$ cat src/rtl/l1_host_adapter_if.sv
// rtl/l1_host_adapter_if.sv - core data port and interconnect host port bundle
interface l1_host_adapter_if #(
  parameter int DataWidth = 32
);
  logic                   data_req_i;
  logic                   data_gnt_o;
  logic                   data_we_i;
  logic [DataWidth/8-1:0] data_be_i;
  logic [DataWidth-1:0]   data_addr_i;
  logic [DataWidth-1:0]   data_wdata_i;
  logic                   data_rvalid_o;
  logic                   data_err_o;
  logic [DataWidth-1:0]   data_rdata_o;
  logic                   net_req_valid_o;
  logic                   net_req_ready_i;
  logic                   net_gnt_i;
  logic [DataWidth-1:0]   net_tgt_addr_o;
  logic                   net_we_o;
  logic [DataWidth/8-1:0] net_be_o;
  logic [DataWidth-1:0]   net_wdata_o;
  logic                   net_resp_valid_i;
  logic                   net_resp_ready_o;
  logic [DataWidth-1:0]   net_resp_data_i;

  // Environment side: drives the core request and the interconnect answers.
  modport master (
    output data_req_i, data_we_i, data_be_i, data_addr_i, data_wdata_i,
    output net_req_ready_i, net_gnt_i, net_resp_valid_i, net_resp_data_i,
    input  data_gnt_o, data_rvalid_o, data_err_o, data_rdata_o,
    input  net_req_valid_o, net_tgt_addr_o, net_we_o, net_be_o, net_wdata_o,
    input  net_resp_ready_o
  );

  // Adapter side.
  modport slave (
    input  data_req_i, data_we_i, data_be_i, data_addr_i, data_wdata_i,
    input  net_req_ready_i, net_gnt_i, net_resp_valid_i, net_resp_data_i,
    output data_gnt_o, data_rvalid_o, data_err_o, data_rdata_o,
    output net_req_valid_o, net_tgt_addr_o, net_we_o, net_be_o, net_wdata_o,
    output net_resp_ready_o
  );
endinterface

$ cat src/rtl/l1_host_adapter.sv
// rtl/l1_host_adapter.sv - Ibex data port to L1 interconnect host 0 bridge
module l1_host_adapter #(
  parameter int                   DataWidth     = 32,
  parameter int                   TimeoutCycles = 64,
  parameter logic [DataWidth-1:0] ErrData       = 32'hBADCAB1E
) (
  input  logic             clk_sys_in,
  input  logic             rst_sys_in,
  l1_host_adapter_if.slave bus,
  output logic [7:0]       err_count_o
);

  localparam int CntW = (TimeoutCycles > 2) ? $clog2(TimeoutCycles) : 1;

  localparam logic [DataWidth-1:0] RamBase   = DataWidth'(32'h0020_0000);
  localparam logic [DataWidth-1:0] RamSize   = DataWidth'(32'h0001_0000);
  localparam logic [DataWidth-1:0] GpioBase  = DataWidth'(32'h8000_0000);
  localparam logic [DataWidth-1:0] UartBase  = DataWidth'(32'h8000_1000);
  localparam logic [DataWidth-1:0] TimerBase = DataWidth'(32'h8000_2000);
  localparam logic [DataWidth-1:0] FrsBase   = DataWidth'(32'h7000_0000);
  localparam logic [DataWidth-1:0] PeriSize  = DataWidth'(32'h0000_1000);
  localparam logic [DataWidth-1:0] SimBase   = DataWidth'(32'h0002_0000);
  localparam logic [DataWidth-1:0] SimSize   = DataWidth'(32'h0000_0400);

  typedef enum logic [1:0] {IDLE, WR_ACK, RD_WAIT, ERR_RESP} state_t;

  state_t               state;
  logic [CntW-1:0]      to_cnt;
  logic [1:0]           stale_cnt;
  logic [1:0]           stale_dec;
  logic [1:0]           stale_nxt;
  logic                 rvalid_q;
  logic                 err_q;
  logic [DataWidth-1:0] rdata_q;
  logic [7:0]           err_cnt;
  logic                 mapped;
  logic [2:0]           dev_idx;
  logic                 is_idle;
  logic                 gnt;
  logic                 resp_stale;
  logic                 resp_take;
  logic                 timeout;

  // Half-open window test; subtracting first keeps base+size from overflowing.
  function automatic logic in_win(input logic [DataWidth-1:0] a,
                                  input logic [DataWidth-1:0] base,
                                  input logic [DataWidth-1:0] size);
    return (a >= base) && ((a - base) < size);
  endfunction

  // Address decode into interconnect device index.
  always_comb begin
    mapped  = 1'b1;
    dev_idx = 3'd0;
    if (in_win(bus.data_addr_i, RamBase, RamSize))         dev_idx = 3'd0;
    else if (in_win(bus.data_addr_i, GpioBase, PeriSize))  dev_idx = 3'd1;
    else if (in_win(bus.data_addr_i, UartBase, PeriSize))  dev_idx = 3'd2;
    else if (in_win(bus.data_addr_i, TimerBase, PeriSize)) dev_idx = 3'd3;
    else if (in_win(bus.data_addr_i, FrsBase, PeriSize))   dev_idx = 3'd4;
    else if (in_win(bus.data_addr_i, SimBase, SimSize))    dev_idx = 3'd5;
    else                                                   mapped  = 1'b0;
  end

  assign is_idle = (state == IDLE);
  assign gnt     = bus.data_req_i & is_idle & (~mapped | (bus.net_req_ready_i & bus.net_gnt_i));

  assign bus.data_gnt_o       = gnt;
  assign bus.net_req_valid_o  = bus.data_req_i & is_idle & mapped;
  assign bus.net_tgt_addr_o   = {bus.data_addr_i[DataWidth-6:0], dev_idx, 2'b00};
  assign bus.net_we_o         = bus.data_we_i;
  assign bus.net_be_o         = bus.data_be_i;
  assign bus.net_wdata_o      = bus.data_wdata_i;
  assign bus.net_resp_ready_o = 1'b1;
  assign bus.data_rvalid_o    = rvalid_q;
  assign bus.data_err_o       = err_q;
  assign bus.data_rdata_o     = rdata_q;
  assign err_count_o          = err_cnt;

  // Any response while stale responses are owed is absorbed, whatever the state.
  assign resp_stale = bus.net_resp_valid_i & (stale_cnt != 2'd0);
  assign resp_take  = bus.net_resp_valid_i & (stale_cnt == 2'd0) & (state == RD_WAIT);
  assign timeout    = (state == RD_WAIT) & (to_cnt == CntW'(TimeoutCycles - 1)) & ~resp_take;

  // A timed-out read leaves one late response in flight; remember to discard it.
  always_comb begin
    stale_dec = stale_cnt - {1'b0, resp_stale};
    stale_nxt = stale_dec;
    if (timeout && stale_dec != 2'd3) stale_nxt = stale_dec + 2'd1;
  end

  // Transaction FSM with registered completion outputs.
  always_ff @(posedge clk_sys_in or negedge rst_sys_in) begin
    if (!rst_sys_in) begin
      state     <= IDLE;
      to_cnt    <= '0;
      stale_cnt <= 2'd0;
      rvalid_q  <= 1'b0;
      err_q     <= 1'b0;
      rdata_q   <= '0;
      err_cnt   <= 8'd0;
    end else begin
      rvalid_q  <= 1'b0;
      err_q     <= 1'b0;
      stale_cnt <= stale_nxt;
      case (state)
        IDLE: begin
          if (gnt) begin
            if (!mapped) begin
              state    <= ERR_RESP;
              rvalid_q <= 1'b1;
              err_q    <= 1'b1;
              rdata_q  <= ErrData;
              if (err_cnt != 8'd255) err_cnt <= err_cnt + 8'd1;
            end else if (bus.data_we_i) begin
              state    <= WR_ACK;
              rvalid_q <= 1'b1;
              rdata_q  <= '0;
            end else begin
              state  <= RD_WAIT;
              to_cnt <= '0;
            end
          end
        end
        RD_WAIT: begin
          if (resp_take) begin
            state    <= IDLE;
            rvalid_q <= 1'b1;
            rdata_q  <= bus.net_resp_data_i;
          end else if (timeout) begin
            state    <= ERR_RESP;
            rvalid_q <= 1'b1;
            err_q    <= 1'b1;
            rdata_q  <= ErrData;
            if (err_cnt != 8'd255) err_cnt <= err_cnt + 8'd1;
          end else begin
            to_cnt <= to_cnt + CntW'(1);
          end
        end
        WR_ACK:   state <= IDLE;
        ERR_RESP: state <= IDLE;
        default:  state <= IDLE;
      endcase
    end
  end

  // A response with no read waiting and nothing stale owed is silently dropped.
  assert property (@(posedge clk_sys_in) disable iff (!rst_sys_in)
    !(bus.net_resp_valid_i && (state != RD_WAIT) && (stale_cnt == 2'd0)));

endmodule

$ cat src/flat_wrapper.sv
// flat-port wrapper written by rule: the top's interface ports become plain ports
module l1_host_adapter_flat 
#(
  parameter int                   DataWidth     = 32,
  parameter int                   TimeoutCycles = 64,
  parameter logic [DataWidth-1:0] ErrData       = 32'hBADCAB1E
)
  (clk_sys_in, rst_sys_in, err_count_o, bus_data_req_i, bus_data_we_i, bus_data_be_i, bus_data_addr_i, bus_data_wdata_i, bus_net_req_ready_i, bus_net_gnt_i, bus_net_resp_valid_i, bus_net_resp_data_i, bus_data_gnt_o, bus_data_rvalid_o, bus_data_err_o, bus_data_rdata_o, bus_net_req_valid_o, bus_net_tgt_addr_o, bus_net_we_o, bus_net_be_o, bus_net_wdata_o, bus_net_resp_ready_o);
  l1_host_adapter_if #(.DataWidth(DataWidth)) bus_i ();
  input  logic clk_sys_in;
  input  logic rst_sys_in;
  output logic [7:0] err_count_o;
  input wire logic [$bits(bus_i.data_req_i)-1:0] bus_data_req_i;
  input wire logic [$bits(bus_i.data_we_i)-1:0] bus_data_we_i;
  input wire logic [$bits(bus_i.data_be_i)-1:0] bus_data_be_i;
  input wire logic [$bits(bus_i.data_addr_i)-1:0] bus_data_addr_i;
  input wire logic [$bits(bus_i.data_wdata_i)-1:0] bus_data_wdata_i;
  input wire logic [$bits(bus_i.net_req_ready_i)-1:0] bus_net_req_ready_i;
  input wire logic [$bits(bus_i.net_gnt_i)-1:0] bus_net_gnt_i;
  input wire logic [$bits(bus_i.net_resp_valid_i)-1:0] bus_net_resp_valid_i;
  input wire logic [$bits(bus_i.net_resp_data_i)-1:0] bus_net_resp_data_i;
  output wire logic [$bits(bus_i.data_gnt_o)-1:0] bus_data_gnt_o;
  output wire logic [$bits(bus_i.data_rvalid_o)-1:0] bus_data_rvalid_o;
  output wire logic [$bits(bus_i.data_err_o)-1:0] bus_data_err_o;
  output wire logic [$bits(bus_i.data_rdata_o)-1:0] bus_data_rdata_o;
  output wire logic [$bits(bus_i.net_req_valid_o)-1:0] bus_net_req_valid_o;
  output wire logic [$bits(bus_i.net_tgt_addr_o)-1:0] bus_net_tgt_addr_o;
  output wire logic [$bits(bus_i.net_we_o)-1:0] bus_net_we_o;
  output wire logic [$bits(bus_i.net_be_o)-1:0] bus_net_be_o;
  output wire logic [$bits(bus_i.net_wdata_o)-1:0] bus_net_wdata_o;
  output wire logic [$bits(bus_i.net_resp_ready_o)-1:0] bus_net_resp_ready_o;
  assign bus_i.data_req_i = bus_data_req_i;
  assign bus_i.data_we_i = bus_data_we_i;
  assign bus_i.data_be_i = bus_data_be_i;
  assign bus_i.data_addr_i = bus_data_addr_i;
  assign bus_i.data_wdata_i = bus_data_wdata_i;
  assign bus_i.net_req_ready_i = bus_net_req_ready_i;
  assign bus_i.net_gnt_i = bus_net_gnt_i;
  assign bus_i.net_resp_valid_i = bus_net_resp_valid_i;
  assign bus_i.net_resp_data_i = bus_net_resp_data_i;
  assign bus_data_gnt_o = bus_i.data_gnt_o;
  assign bus_data_rvalid_o = bus_i.data_rvalid_o;
  assign bus_data_err_o = bus_i.data_err_o;
  assign bus_data_rdata_o = bus_i.data_rdata_o;
  assign bus_net_req_valid_o = bus_i.net_req_valid_o;
  assign bus_net_tgt_addr_o = bus_i.net_tgt_addr_o;
  assign bus_net_we_o = bus_i.net_we_o;
  assign bus_net_be_o = bus_i.net_be_o;
  assign bus_net_wdata_o = bus_i.net_wdata_o;
  assign bus_net_resp_ready_o = bus_i.net_resp_ready_o;
  l1_host_adapter #(.DataWidth(DataWidth), .TimeoutCycles(TimeoutCycles), .ErrData(ErrData)) u_core (.clk_sys_in(clk_sys_in), .rst_sys_in(rst_sys_in), .bus(bus_i), .err_count_o(err_count_o));
endmodule
$ cat config.mk
export PLATFORM = sky130hd
export DESIGN_NAME = l1_host_adapter_flat
export DESIGN_NICKNAME = d
export VERILOG_FILES = /design/src/rtl/l1_host_adapter_if.sv /design/src/rtl/l1_host_adapter.sv /design/src/flat_wrapper.sv
export SDC_FILE = /design/constraint.sdc
export NUM_CORES = 1
export LEC_CHECK = 0
export ABC_AREA = 1
export CAP_MARGIN = 20
export CORE_ASPECT_RATIO = 1.25
export CORE_MARGIN = 10
export CORE_UTILIZATION = 47
export DETAILED_ROUTE_END_ITERATION = 6
export GPL_TIMING_DRIVEN = 0
export PLACE_DENSITY = 0.88
export SLEW_MARGIN = 10
export SYNTH_ARGS = -nofsm -noshare
export SYNTH_HDL_FRONTEND = slang
export SYNTH_SLANG_ARGS = --single-unit
$ cat constraint.sdc
create_clock -name clk_sys_in -period 4.2 [get_ports clk_sys_in]
set_input_delay 0.63 -clock clk_sys_in [delete_from_list [all_inputs] [get_ports clk_sys_in]]
set_output_delay 0.63 -clock clk_sys_in [all_outputs]
set_load 0.01 [all_outputs]
==> run_results.csv, run 1 <==
group,metric,value,unit
pwr,powerDensity,398.0,nW/um^2
cells_and_area,multi_input_area,2917,um^2
synthesis,syn_area,5035,um^2
sta,hold_viol,0,
synthesis,synth-compound-area-share,5.691,%
clock_network,numCtsBuffers,5,
critical_path,path_max_fanout,5,
synthesis,synth-simple-area-share,45.55,%
placement,gp_congestion,1.018,
clock_network,cts_tree,"done",
sta,slew_violations,0,
floorplan,fp.coreArea,10510,um^2
critical_path,cp_cell_sequence,"clkdlybuf4s50_1, inv_2, ha_1, nand2_1, nor2_1, nand2_1, nand3_1, o21ai_0, nor4b_1, o2111ai_1, nor2_1, nand4_1, nand2_1, clkdlybuf4s50_1",
routing,num_vias,5793,
routing,first_pass_iters,5,
floorplan,die_area,15280,um^2
routing,wl_per_cell,15.96,um
synthesis,yosysWarningCount,0,
cells_and_area,stdcell_count,1119,
sta,period_share,97.67,%
routing,ant_nets,0,
synthesis,avgSynthCellArea,6.301,um^2
global_routing,grt_pass1_wl,28480,um
cells_and_area,final_common_cell,"nand2_1",
cells_and_area,layout-area-overhead-vs-synth,42.89,%
clock_network,cts.sinks,52,
flow_run,drv_cap,0,
sta,worst_pin_slew,557.1,ps
floorplan,row_count,42,
critical_path,critPathLaunchType,"primary input",
floorplan,start_util,47.90,%
synthesis,synth_seq_cells,52,
run_status,status,"finished clean",
pwr,p_comb_share,56.6,%
placement,dpl.hpwl,14420,um
global_routing,grt_pass1_vias,5825,
pwr,max-vdd-ir-drop,0.0004011,V
sta,setup_ws,97.89,ps
floorplan,fp.dieH,135.7,um
sta,clock-skew-final,11.37,ps
routing,first_iter_violations,269,
routing,vias_per_cell,5.177,
min_path,hp-class,"primary input to asynchronous set/reset pin",
clock_network,clkTransAtPathRegs,70,ps
synthesis,synth_top_family_by_area,"simple AND/OR/NAND/NOR gates",
floorplan,io_pins,221,
clock_network,clockBufferDepth,2,
routing,routed_wl,17860,um
sta,slew-limit-headroom,62.72,%
cells_and_area,seq_area,1301,um^2
global_routing,globalRouteOverflowTotal,0,
critical_path,crit_arrival,3470,ps
clock_network,cts_root_buffer,"clkbuf_16",
critical_path,max_stage_delay,560,ps
pwr,p_switching,1.180,mW
cells_and_area,final_net_count,1103,
synthesis,synth_fa_ha_area_share,2.485,%
clock_network,h-tree-depth,2,
critical_path,crit_slowest_cell,"clkdlybuf4s50_1",
critical_path,required,3570,ps
cells_and_area,diodes,0,
critical_path,end_kind,"output port",
cells_and_area,n_fill_cell,925,
sta,fin_crit,4102,ps
critical_path,crit_top_cell,"nand2_1",
global_routing,grt_usage,22.39,%
sta,fmax,243.8,MHz
pwr,p_clk_share,14.3,%
cells_and_area,final_cell_mix,"nand2_1 (267), clkdlybuf4s50_1 (169), nand3_1 (103)",
synthesis,synthXorXnorAreaFrac,2.783,%
placement,port_buffers,176,
global_routing,grt_antenna_before_repair,0,
pwr,p_sw_share,41.21,%
critical_path,crit_type,"primary input to output port",
placement,dp_slack,-220.8,ps
clock_network,ctsHoldBuffers,0,
routing,drc,0,
pwr,p_leak,3.439,nW
synthesis,yosys-mux-area-fraction,0.2237,%
synthesis,ys_seq_area_share,25.84,%
global_routing,grt_max_degree,32,
sta,hold_ws,313.7,ps
pwr,p_int,1.683,mW
sta,setup_viol,0,
pwr,seq_power_share,29.1,%
synthesis,ys_types,38,
floorplan,die-width,112.6,um
clock_network,clkLatencyLatePin,290,ps
cells_and_area,drive_above_1_share,15.70,%
synthesis,syn-instance-count,799,
placement,dp_cells,1109,
==> cell usage after synthesis <==
| master | count | area, um^2 |
|---|---|---|
| nand2_1 | 269 | 1010 |
| nand3_1 | 103 | 515.5 |
| nor2_1 | 78 | 292.8 |
| buf_4 | 71 | 533.0 |
| inv_1 | 54 | 202.7 |
| dfrtp_1 | 52 | 1301 |
| o21ai_0 | 31 | 155.2 |
| nand4_1 | 16 | 100.1 |
| xor2_1 | 12 | 105.1 |
| nand2_2 | 11 | 68.82 |
| nor2_2 | 11 | 68.82 |
| ha_1 | 10 | 125.1 |
| o21ai_1 | 10 | 50.05 |
| a21oi_1 | 8 | 40.04 |
| nor2_4 | 8 | 90.09 |
| clkbuf_1 | 7 | 26.28 |
| inv_2 | 7 | 26.28 |
| buf_6 | 4 | 45.04 |
| nor3_1 | 4 | 20.02 |
| xnor2_1 | 4 | 35.03 |
| buf_2 | 3 | 15.01 |
| nand3_2 | 3 | 30.03 |
| a2111oi_0 | 2 | 17.52 |
| and2_1 | 2 | 12.51 |
| buf_1 | 2 | 7.510 |
| clkbuf_2 | 2 | 10.01 |
| conb_1 | 2 | 7.510 |
| nand2_4 | 2 | 22.52 |
| o211ai_1 | 2 | 15.01 |
| clkinv_1 | 1 | 3.750 |
| mux2_2 | 1 | 11.26 |
| nand4_2 | 1 | 12.51 |
| nand4_4 | 1 | 21.27 |
| nor3b_1 | 1 | 7.510 |
| nor4_1 | 1 | 6.260 |
| nor4b_1 | 1 | 8.760 |
| o2111ai_1 | 1 | 8.760 |
| or2_2 | 1 | 6.260 |
==> flip-flops by register name, summed over array words and instances, names as in the netlist <==
register	count
u_core.bus.data_rdata_o	32
u_core.err_count_o	8
u_core.to_cnt	6
u_core.stale_cnt	2
u_core.state	2
u_core.bus.data_err_o	1
u_core.bus.data_rvalid_o	1
==> power groups by stage <==
| stage | logic, mW | clock network, mW | registers [mW] |
|---|---|---|---|
| 3_5_place_dp | 1.61 | 0 | 0.831 |
| 5_1_grt | 1.80 | 0.432 | 0.852 |
| 3_3_place_gp | 1.57 | 0 | 0.825 |
| 4_1_cts | 1.63 | 0.412 | 0.829 |
| 2_1_floorplan | 0.810 | 0 | 0.898 |
| 6_report | 1.62 | 0.409 | 0.833 |
==> worst max-delay path, delay by kind of cell <==
kind	cells	cell delay [ps]
buf+inv	3	1200
compound gates	2	300
fa+ha+maj	1	180
simple gates	8	1160
==> final cells by class <==
class                      instances  area share (%)
clock inverter                     2          0.1913
tap                              132           2.296
sequential                        52           18.09
clock buffer                       6           1.791
buffer                            89           8.852
inverter                          62           3.235
multi-input combinational        597           40.54
timing repair buffer             179           25.01
==> routing by layer <==
metal	vias up	part of all wire (%)	global-route usage, %	wire, um
met5	-	0	0	0
met4	0	4.6	12.01	829
met3	53	12	8.998	2114
met2	303	48	37.79	8486
met1	2573	36	23.35	6430
li1	2864	-	-	-
==> per-stage QoR <==
| step | area (um^2) | power (mW) | utilization, % | TNS (ps) |
|---|---|---|---|---|
| after floorplan | 5039 | 1.708 | - | 0 |
| after global placement | 6965 | 2.393 | 66.27 | -808.8 |
| after detailed placement | 6980 | 2.437 | 66.42 | -710.8 |
| after CTS | 7141 | 2.869 | 67.94 | 0 |
| after global routing | 7194 | 3.088 | 68.45 | -106.9 |
| final | 7194 | 2.863 | 68.45 | 0 |
==> kinds of logic (layout without fill, tap and decap cells) <==
group	after synthesis	in the layout
AO/OA/AOI/OAI	54	54
other	2	3
multiplexers	1	1
adder cells (fa/ha/maj)	10	10
buffers and inverters	151	338
AND/OR/NAND/NOR	513	513
XOR/XNOR	16	16
flip-flops	52	52
==> repair_timing <==
item,in CTS,in global routing
resized for setup,12,15
setup buffers,0,2
pin swaps,0,0
endpoints found under the setup margin,4,4
==> path summary, 6_finish.rpt <==
check                                            start                           to  slack (ps)  depth (start not counted)
max in group asynchronous                   rst_sys_in             u_core.to_cnt[5]        3310                          2
max reg2reg                            u_core.state[0]             u_core.to_cnt[5]        1630                         10
min                                         rst_sys_in        u_core.err_count_o[0]         310                          1
max                                bus_data_addr_i[13]        bus_net_tgt_addr_o[3]         100                         14
min in group clk_sys_in    u_core.bus.data_rdata_o[30]  u_core.bus.data_rdata_o[30]         500                          2
min reg2reg                u_core.bus.data_rdata_o[30]  u_core.bus.data_rdata_o[30]         500                          2
Power figures use the tool's default switching activity.
==> run 2: changes to the inputs <==
- CELL_PAD_IN_SITES_DETAIL_PLACEMENT: not set -> 1
- CELL_PAD_IN_SITES_GLOBAL_PLACEMENT: not set -> 2
- CORE_UTILIZATION: 47 -> 23
- HOLD_SLACK_MARGIN: not set -> 0.1
- PLACE_DENSITY: 0.88 -> not set
- PLACE_DENSITY_LB_ADDON: not set -> 0.1
==> run 2 against run 1 <==
- sequential cell count is the same
- global-route usage shrank 7.7 points
- critical path type unchanged
- wire length grew 23%
- combinational power is essentially flat
- via count shrank 1.8%
- largest cell class unchanged
==> run_results.csv, run 2 (same netlist as run 1, synthesis figures left out) <==
group,metric,value,unit
sta,hold_viol,0,
global_routing,grt_max_degree,53,
floorplan,start_util,23.37,%
routing,wl_per_cell,17.30,um
cells_and_area,largest_reg_flops,32,
critical_path,r2r_start,"u_core.state[0]",
sta,slew_violations,0,
critical_path,reg2reg_slack,1810,ps
placement,dpl.hpwl,18420,um
flow_run,drv_cap,0,
cells_and_area,final_net_count,1105,
routing,ant_nets,0,
clock_network,h-tree-depth,2,
clock_network,cts_root_buffer,"clkbuf_16",
routing,drc,0,
floorplan,die-width,152.3,um
routing,vias_per_cell,4.485,
sta,fmax,251.4,MHz
sta,final.setup.tns,0,ps
placement,port_buffers,176,
pwr,p_leak,3.484,nW
cells_and_area,final_cell_mix,"nand2_1 (266), clkdlybuf4s50_1 (161), nand3_1 (102)",
critical_path,reg2reg_depth,10,
global_routing,grt_pass1_wl,33350,um
clock_network,numCtsBuffers,5,
global_routing,globalRouteOverflowTotal,0,
pwr,max-vdd-ir-drop,0.0002448,V
critical_path,required,3570,ps
clock_network,clockBufferDepth,2,
routing,top_layer_used,"met4",
sta,setup_viol,0,
sta,hold_ws,373.5,ps
pwr,finalPower,2.900,mW
routing,first_iter_violations,171,
cells_and_area,stdcell_count,1268,
run_status,status,"finished clean",
cells_and_area,layout-area-overhead-vs-synth,47.47,%
critical_path,crit_type,"primary input to output port",
placement,dp_slack,-553.2,ps
routing,routed_wl,21930,um
critical_path,critPathLaunchType,"primary input",
min_path,hp-class,"primary input to asynchronous set/reset pin",
cells_and_area,drive_above_1_share,16.28,%
floorplan,fp.dieH,185.4,um
global_routing,grt_usage,14.69,%
sta,slew-limit-headroom,52.90,%
routing,wl_met3,1149,um
floorplan,io_pins,221,
cells_and_area,finalCoreUtilization,34.46,%
routing,met1_length,8266,um
sta,fin_crit,3977,ps
floorplan,row_count,60,
sta,setup_ws,222.9,ps
cells_and_area,diodes,0,
critical_path,path_max_fanout,6,
critical_path,timing.rr.end,"u_core.to_cnt[1]",
global_routing,grt_antenna_before_repair,0,
sta,period_share,94.69,%
floorplan,fp.coreArea,21550,um^2
clock_network,cts_tree,"done",
sta,clock-skew-final,4.927,ps
placement,gp_congestion,0.8300,
routing,first_pass_iters,4,
cells_and_area,final_common_cell,"nand2_1",
clock_network,clkTransAtPathRegs,80,ps
global_routing,grt_pass1_vias,5978,
clock_network,clkLatencyLatePin,300,ps
pwr,powerDensity,390.6,nW/um^2
sta,grt_setup_unrepaired,"no",
cells_and_area,final_cell_area,7425,um^2
critical_path,end_kind,"output port",
sta,worst_pin_slew,706.5,ps
placement,place_area,7147,um^2
routing,wl_met2,12250,um
placement,dp_cells,1255,
clock_network,cts.sinks,52,
floorplan,die_area,28250,um^2
routing,num_vias,5687,
critical_path,crit_arrival,3350,ps
-- run 2: where the power goes --
part	leakage, nW	switching [mW]	internal, mW
combinational	2.75	0.872	0.755
clock	0.0719	0.214	0.227
sequential	0.665	0.132	0.700
-- run 2: how the worst max path moves through the flow --
stage | end | from | depth (start not counted) | slack [ps]
finish | bus_net_tgt_addr_o[3] | bus_data_addr_i[24] | 11 | 220
global route | bus_net_tgt_addr_o[3] | bus_data_addr_i[24] | 11 | 20
CTS | bus_net_tgt_addr_o[3] | bus_data_addr_i[14] | 14 | 2
detailed placement | bus_net_req_valid_o | bus_data_addr_i[17] | 16 | -550
global placement | bus_net_req_valid_o | bus_data_addr_i[17] | 16 | -560
floorplan | bus_net_req_valid_o | bus_data_addr_i[21] | 15 | 1320
-- run 2: timing repair --
item | 4_1_cts | 5_1_grt
endpoints found under the setup margin | 5 | 4
hold buffers | 0 | 0
pin swaps | 0 | 2
gates resized for setup | 25 | 19
endpoints found under the hold margin | 0 | 0
setup buffers | 4 | 1
-- run 2: critical path, stage by stage --
cell and delay [ps]:
clkdlybuf4s50_1 590, nor2_2 200, nand2_1 160, nor2_4 210, nand2_1 90, nand2_1 80
nand3_1 70, a2111oi_1 400, nand4_1 230, nand2_1 140, clkdlybuf4s50_1 550
-- run 2: cell type report --
class	instances	area [um^2]
timing repair buffer	181	1805
buffer	89	636.9
multi-input combinational	597	2942
tap	279	349.1
fill	2737	14120
clock buffer	5	125.1
sequential	52	1301
clock inverter	3	27.53
inverter	62	237.7
-- run 2: routing by layer --
metal | up-vias | global-route usage, %
met3 | 17 | 3.249
met5 | - | 0
met1 | 2691 | 15.25
met2 | 122 | 29.11
li1 | 2857 | -
met4 | 0 | 3.317
